`src/rtl/mem_arb_pkg.sv`:
```
// mem_arb_pkg: shared state/requester types and default sizing for the
// memory port arbiter.
package mem_arb_pkg;

    localparam int unsigned DEF_ADDR_W  = 32;
    localparam int unsigned DEF_DATA_W  = 32;
    localparam int unsigned DEF_TIMEOUT = 15;

    typedef enum logic [1:0] {
        IDLE    = 2'd0,
        BUSY_IF = 2'd1,
        BUSY_D  = 2'd2
    } state_t;

    typedef enum logic {
        REQ_IF = 1'b0,
        REQ_D  = 1'b1
    } req_t;

endpackage

```
`src/rtl/mem_arb_timer.sv`:
```
// mem_arb_timer: counts stalled BUSY cycles of one memory access and flags
// the stalled cycle on which the count reaches TIMEOUT (1..255).
module mem_arb_timer
    import mem_arb_pkg::*;
#(
    parameter int unsigned TIMEOUT = DEF_TIMEOUT
) (
    input  logic clk,
    input  logic rst_n,
    input  logic clear,
    input  logic enable,
    output logic expired
);

    logic [7:0] count;

    // Stall counter: zeroed while clear is high, advanced on each enabled cycle.
    always_ff @(posedge clk) begin
        if (!rst_n) begin
            count <= '0;
        end else if (clear) begin
            count <= '0;
        end else if (enable) begin
            count <= count + 8'd1;
        end
    end

    // Expiry is flagged during the stalled cycle that takes the count to TIMEOUT,
    // so a completion in that same cycle (enable low) still wins.
    assign expired = enable && (count == 8'(TIMEOUT - 1));

endmodule

```
`src/rtl/mem_port_arbiter.sv`:
```
// mem_port_arbiter: shares one memory port between a fetch and a data
// requester, with a per-access timeout abort.
// Optional feature: define ARB_RR_EN for round-robin arbitration of
// simultaneous requests; otherwise data requests have fixed priority.
module mem_port_arbiter
    import mem_arb_pkg::*;
#(
    parameter int unsigned ADDR_W  = DEF_ADDR_W,
    parameter int unsigned DATA_W  = DEF_DATA_W,
    parameter int unsigned TIMEOUT = DEF_TIMEOUT
) (
    input  logic              clk,
    input  logic              rst_n,
    input  logic              if_req,
    input  logic [ADDR_W-1:0] if_addr,
    output logic              if_gnt,
    output logic              if_valid,
    output logic [DATA_W-1:0] if_rdata,
    input  logic              d_req,
    input  logic              d_we,
    input  logic [ADDR_W-1:0] d_addr,
    input  logic [DATA_W-1:0] d_wdata,
    output logic              d_gnt,
    output logic              d_valid,
    output logic [DATA_W-1:0] d_rdata,
    output logic              resp_err,
    output logic              mem_req,
    output logic              mem_we,
    output logic [ADDR_W-1:0] mem_addr,
    output logic [DATA_W-1:0] mem_wdata,
    input  logic [DATA_W-1:0] mem_rdata,
    input  logic              mem_ready
);

    state_t            state;
    logic [ADDR_W-1:0] addr_q;
    logic              we_q;
    logic [DATA_W-1:0] wdata_q;
    logic [DATA_W-1:0] rdata_q;
    logic              busy;
    logic              expired;
`ifdef ARB_RR_EN
    req_t              last_gnt;
`endif

    assign busy = (state != IDLE);

    // Grant decision: only in IDLE and out of reset, at most one winner.
    always_comb begin
        if_gnt = 1'b0;
        d_gnt  = 1'b0;
        if (rst_n && state == IDLE) begin
            if (d_req && if_req) begin
`ifdef ARB_RR_EN
                if (last_gnt == REQ_D) begin
                    if_gnt = 1'b1;
                end else begin
                    d_gnt = 1'b1;
                end
`else
                d_gnt = 1'b1;
`endif
            end else begin
                d_gnt  = d_req;
                if_gnt = if_req;
            end
        end
    end

    mem_arb_timer #(
        .TIMEOUT(TIMEOUT)
    ) u_timer (
        .clk    (clk),
        .rst_n  (rst_n),
        .clear  (!busy),
        .enable (busy && !mem_ready),
        .expired(expired)
    );

    // Access FSM: capture on grant, complete or abort, then pulse the response.
    always_ff @(posedge clk) begin
        if (!rst_n) begin
            state    <= IDLE;
            addr_q   <= '0;
            we_q     <= 1'b0;
            wdata_q  <= '0;
            rdata_q  <= '0;
            if_valid <= 1'b0;
            d_valid  <= 1'b0;
            resp_err <= 1'b0;
`ifdef ARB_RR_EN
            last_gnt <= REQ_IF;
`endif
        end else begin
            if_valid <= 1'b0;
            d_valid  <= 1'b0;
            resp_err <= 1'b0;
            case (state)
                IDLE: begin
                    if (d_gnt) begin
                        state   <= BUSY_D;
                        addr_q  <= d_addr;
                        we_q    <= d_we;
                        wdata_q <= d_wdata;
`ifdef ARB_RR_EN
                        last_gnt <= REQ_D;
`endif
                    end else if (if_gnt) begin
                        state   <= BUSY_IF;
                        addr_q  <= if_addr;
                        we_q    <= 1'b0;
                        wdata_q <= '0;
`ifdef ARB_RR_EN
                        last_gnt <= REQ_IF;
`endif
                    end
                end
                BUSY_IF, BUSY_D: begin
                    if (mem_ready) begin
                        state   <= IDLE;
                        rdata_q <= we_q ? '0 : mem_rdata;
                        if (state == BUSY_IF) begin
                            if_valid <= 1'b1;
                        end else begin
                            d_valid <= 1'b1;
                        end
                    end else if (expired) begin
                        state    <= IDLE;
                        rdata_q  <= '0;
                        resp_err <= 1'b1;
                        if (state == BUSY_IF) begin
                            if_valid <= 1'b1;
                        end else begin
                            d_valid <= 1'b1;
                        end
                    end
                end
                default: state <= IDLE;
            endcase
        end
    end

    assign mem_req   = busy;
    assign mem_we    = busy && we_q;
    assign mem_addr  = addr_q;
    assign mem_wdata = wdata_q;
    assign if_rdata  = rdata_q;
    assign d_rdata   = rdata_q;

endmodule
```
`config.mk`:
```
export PLATFORM = sky130hd
export DESIGN_NAME = mem_port_arbiter
export DESIGN_NICKNAME = d
export VERILOG_FILES = /design/src/rtl/mem_arb_pkg.sv /design/src/rtl/mem_arb_timer.sv /design/src/rtl/mem_port_arbiter.sv
export SDC_FILE = /design/constraint.sdc
export NUM_CORES = 1
export LEC_CHECK = 0
export CORE_MARGIN = 3
export CORE_UTILIZATION = 39
export CTS_CLUSTER_DIAMETER = 120
export CTS_CLUSTER_SIZE = 20
export DETAILED_ROUTE_END_ITERATION = 7
export GPL_TIMING_DRIVEN = 0
export PLACE_DENSITY = 0.81
export SETUP_SLACK_MARGIN = 0.2
export SLEW_MARGIN = 10
export SYNTH_ARGS = -nofsm -noshare
export SYNTH_HDL_FRONTEND = slang
export SYNTH_SLANG_ARGS = --single-unit
```
`constraint.sdc`:
```
create_clock -name clk -period 2.76 [get_ports clk]
set_input_delay 0.552 -clock clk [delete_from_list [all_inputs] [get_ports clk]]
set_output_delay 0.552 -clock clk [all_outputs]
set_load 0.01 [all_outputs]
```
# ---- Word level (Yosys, flattened, before mapping)
# Index checks and enable logic that the tools add are counted.
dict set report totals {
  n_memories 0
  input_bits 134
  ram_bits 0
  wordCells 59
  output_inout_bits 135
  latch_bits 0
  reg_bits 110
  romBits 0
}
dict set report op_classes {
  n_bitwise 2
  n_addsub 1
  n_mul 0
  mux 25
  n_div 0
  shifts 0
  n_eq_ne 5
  reduce_logical 17
  n_lt_le_gt_ge 0
}
# operator n
set ops {}
lappend ops {{$mux 32} 7}
lappend ops {{$mux 1} 13}
lappend ops {{$reduce_and 2->1} 5}
lappend ops {{$add 8x1->8 const B} 1}
lappend ops {{$eq 8x4->1 const B} 1}
lappend ops {{$mux 2} 4}
lappend ops {{$ne 3x3->1 const B} 2}
lappend ops {{$reduce_bool 2->1} 3}
lappend ops {{$logic_and 1x1->1} 5}
lappend ops {{$pmux 2 s2} 1}
lappend ops {{$reduce_or 3->1} 1}
lappend ops {{$eq 2x1->1 const B} 1}
lappend ops {{$eq 2x2->1 const B} 1}
lappend ops {{$logic_not 2->1} 1}
lappend ops {{$not 1->1} 2}
lappend ops {{$reduce_or 2->1} 1}
lappend ops {{$logic_not 1->1} 1}

# ---- Depth between registers and ports, before layout
dict set report logic_depth {
  ltp_word 6
  ltp_mapped 9
  depth_no_buf 6
}

# ---- Cells and area by module
# From an unflattened synthesis, not the netlist that was laid out.
dict set report unflattened {
  cells_unflattened 440
  area_unflattened_um2 4389.2
}
# mod seq_area_each_um2 instances cells_per_inst area_each_um2
set by_module_without_submodules {}
lappend by_module_without_submodules {mem_port_arbiter 2042.0 1 397 4005.1}
lappend by_module_without_submodules {mem_arb_timer 160.2 1 43 384.1}

# ---- Worst setup path after synthesis
# Ideal clock, no wire load.
dict set report synth_path {
  kind {input -> output}
  start {input rst_n}
  end {output d_gnt}
  stages 5
  arrival_ns 1.464
  path_buffers 3
  t_required_ns 2.208
  setup_slack_ns 0.744
  cell_sequence {buf_2 -> nand3_1 -> inv_1 -> buf_2 -> buf_1}
}
dict set report synth_between {
  elab_chain_cells 2
}
# element line
set synth_lines {}
lappend synth_lines {{start, declared} mem_port_arbiter.sv:13} ;# input logic rst_n,
lappend synth_lines {{$logic_and 1x1->1} mem_port_arbiter.sv:52} ;# if (rst_n && state == IDLE) begin
lappend synth_lines {{$mux 1} mem_port_arbiter.sv:52}
lappend synth_lines {{end, declared} mem_port_arbiter.sv:23} ;# output logic d_gnt,
# Every way passes these cells.

# ---- Final worst setup path
dict set report layout_path {
  start {register state[0]}
  end {output if_gnt}
}
dict set report layout_between {
  elab_chain_cells 3
}
# element line
set layout_lines {}
lappend layout_lines {{start, declared} mem_port_arbiter.sv:35} ;# state_t state;
lappend layout_lines {{start signal, assigned} mem_port_arbiter.sv:83} ;# state <= IDLE;
lappend layout_lines {{start signal, assigned} mem_port_arbiter.sv:101} ;# state <= BUSY_D;
lappend layout_lines {{start signal, assigned} mem_port_arbiter.sv:109} ;# state <= BUSY_IF;
lappend layout_lines {{$logic_not 2->1} mem_port_arbiter.sv:52}
lappend layout_lines {{$logic_and 1x1->1} mem_port_arbiter.sv:52}
lappend layout_lines {{$mux 1} mem_port_arbiter.sv:52}
lappend layout_lines {{end, declared} mem_port_arbiter.sv:16} ;# output logic if_gnt,
# Every way passes these cells.

==> metrics.md <==
| Metric | Value |
|---|---|
| GR Overflow Total | 0 |
| Hold WC Path Type | flip-flop to flip-flop |
| Setup bufs post-CTS | 0 |
| Register bit total from synthesis | 110 |
| Die area | 13940 um2 |
| Synth Net Count | 725 |
| Worst-margin pin slew | 0.6471 ns |
| Leak | 2.966 nW |
| YS warnings | 0 |
| RSZ-0062 raised after global routing | yes |
| Element type at the critical path end | primary output |
| Max-cap viol count | 0 |
| Die Ht | 118.1 um |
| Worst r2r dst | d_rdata[24] |
| Hold Crit Start | u_timer.count[7] |
| Slowest cell on crit path | clkdlybuf4s50_1 |
| Status | completed |
| I/O Pins | 269 |
| Dominant cell type by area after synthesis | dfxtp_1 |
| Req. time, crit path | 2.21 ns |
| Post-synthesis sequential area ratio | 0.4496 |
| Die X | 118.1 um |
| DR DRC count | 0 |
| Startpoint Class | flip-flop |
| Worst-path clk slew | 0.08 ns |
| Gr busiest metal | met2 |
| R2r worst-path depth | 7 |
| 1st-pass router iterations | 5 |
| # setup viols final | 0 |
| Layout area overhead | 65.80% |
| DR iter-0 viols | 453 |
| EDFF count, synth | 0 |
| Top post-synthesis cells by count | 110 x dfxtp_1, 101 x nand2_1, 65 x a31oi_1 |
| Remaining antenna violation count | 0 |
| Core Area | 12160 um2 |
| Synth cell types | 38 |
| Worst-case clock skew | 0.01466 ns |
| Largest net degree at the start of global routing | 19 |
| R2r setup slk | 0.52 ns |
| FMAX | 400.1 MHz |
| # diodes | 0 |
| Cell count after placement | 1022 |
| Arr. time, crit path | 1.95 ns |
| Kind of critical path | flip-flop to primary output |
| Final critical-path share of the clock period | 0.9055 |
| Hold Slack | 0.4703 ns |
| Non-Filler Instances | 1038 |
| Asr flop ratio synth | 0 |
| Skew-Pair Late Insertion Delay | 0.35 ns |
| Slew Viols, Final | 0 |
| Top FF cell, synth | dfxtp_1 |
| First-pass GRT wire length | 28.13 mm |
| Mapped Cells | 587 |
| Critical Path Fanout Max | 10 |
| GRT met2 Usage | 0.4480 |
| Final Hold Vio Count | 0 |
| Initial Utilization | 0.4028 |
| TritonCTS buffer count | 9 |
| Total Routing Usage GR | 0.2463 |
| Post-DP HPWL | 13.73 mm |
| Max transition margin | 0.5654 |
| Wire per inst | 17.11 um |
| Worst setup path end | if_gnt |
| Clock sink count | 110 |
| Vias | 5455 |
| Cell Area, Synth | 4898 um2 |
| CP cell instances | inv_1 > ha_1 > buf_4 > inv_1 > nor3_1 > clkdlybuf4s50_1 |
| Vias in the first global route | 5421 |
| GR Util met3 | 0.06679 |
| Row count | 40 |
| DP Worst Slack | -0.6613 ns |
| Bufs on Longest Clock Path | 2 |
| Global Route met1 Usage | 0.2759 |
| PortBufs | 267 |
| Syn avg cell area | 8.345 um2 |
| Worst VDD drop | 0.2666 mV |
| Vias per cell | 5.255 |
| Delay of the slowest critical-path stage | 0.60 ns |
| Most frequent cell after synthesis | dfxtp_1 |
| Final GP Congestion | 0.8789 |
| CTS tree | built |
| Final Worst Setup Slack | 0.2608 ns |
| Top cells by area, synth | dfxtp_1 45%, a31oi_1 8.3%, nand2_1 7.7% |
| H-tree depth | 3 |
| Share of cells above drive strength 1 | 0.07126 |
| Worst Setup SP | state[0] |
| Routed WL | 17.76 mm |
| Clock period minus worst slack | 2.499 ns |
| Root buf cell | clkbuf_16 |
| Reg2Reg Launch Point | state[0] |
| Synth top area share | 0.4496 |
| Most frequent CP cell | inv_1 |
| Power Density | 570.8 nW/um2 |
| Initial antenna violation count | 1 |
| Layout Nets | 1003 |
==> final cells by class <==
| class | count | area [um2] |
|---|---|---|
| inverters | 7 | 26.28 |
| well taps | 168 | 210.2 |
| clock buffers | 10 | 229.0 |
| fillers | 1024 | 4040 |
| multi-input cells | 382 | 2198 |
| plain buffers | 88 | 498.0 |
| clock inverters | 6 | 91.34 |
| flip-flops and latches | 110 | 2202 |
| repair buffers | 267 | 2666 |
==> layer usage <==
| metal | vias to the layer above | part of all wire |
|---|---|---|
| met4 | 2 | 0.020 |
| li1 | 2615 | - |
| met3 | 27 | 0.080 |
| met2 | 246 | 0.51 |
| met1 | 2565 | 0.39 |
| met5 | - | 0.00084 |
==> state kept, by name, summed over array words and instances (netlist names) <==
register       cells
d_rdata           32
mem_addr          32
mem_wdata         32
u_timer.count      8
state              2
d_valid            1
if_valid           1
resp_err           1
we_q               1
==> worst min path at each step <==
stage	to	depth (start not counted)
after floorplan	resp_err	1
after global placement	resp_err	1
after detailed placement	resp_err	1
after CTS	resp_err	1
after global routing	resp_err	1
final	resp_err	1
==> critical path: cells and delay by family (launching register included) <==
family | cells | cell delay, ns
buffers and inverters | 4 | 0.93
AND/OR/NAND/NOR | 1 | 0.17
adder cells (fa/ha/maj) | 1 | 0.16
flip-flops | 1 | 0.34
==> placed cells by master, fill, tap and decap left out, types with 7 or more instances in the layout <==
| cell type | instances |
|---|---|
| a21oi_1 | 7 |
| a22oi_1 | 33 |
| a31oi_1 | 65 |
| buf_4 | 34 |
| clkbuf_1 | 45 |
| clkbuf_16 | 9 |
| clkdlybuf4s50_1 | 265 |
| dfxtp_1 | 110 |
| nand2_1 | 101 |
| nor2_1 | 38 |
| nor2b_1 | 36 |
| o21ai_0 | 34 |
| o32ai_1 | 32 |
==> per-stage QoR <==
stage	area (um2)	util	power, W	TNS, ns
floorplan	4898	-	0.002477	0
global placement	7781	0.6398	0.003195	-0.6130
detailed placement	7781	0.6398	0.003234	-0.6613
CTS	8124	0.6680	0.004654	0
global route	8122	0.6678	0.004834	0
finish	8122	0.6678	0.004636	0
==> logic make-up (layout without fill, tap and decap cells) <==
group | Yosys count | in the layout | synth area share
simple gates | 197 | 197 | 0.1860
buf+inv | 95 | 378 | 0.1042
xor+xnor | 2 | 2 | 0.003577
compound gates | 179 | 179 | 0.2465
fa+ha+maj | 4 | 4 | 0.01022
flops | 110 | 110 | 0.4496
==> report_power, final <==
part | internal, W | total (W) | switching, W
logic | 0.000753 | 0.00137 | 0.000614
registers | 0.00173 | 0.00185 | 0.000111
clock network | 0.000804 | 0.00142 | 0.000620
total | 0.00329 | 0.00464 | 0.00134
==> repair_timing <==
action / 4_1_cts / 5_1_grt
gates resized for setup: 10 / 4
endpoints found under the hold margin: 0 / 0
cloned: 0 / 0
hold buffers: 0 / 0
endpoints found under the setup margin: 2 / 2
Note: power is estimated with default switching activity, not from simulation.
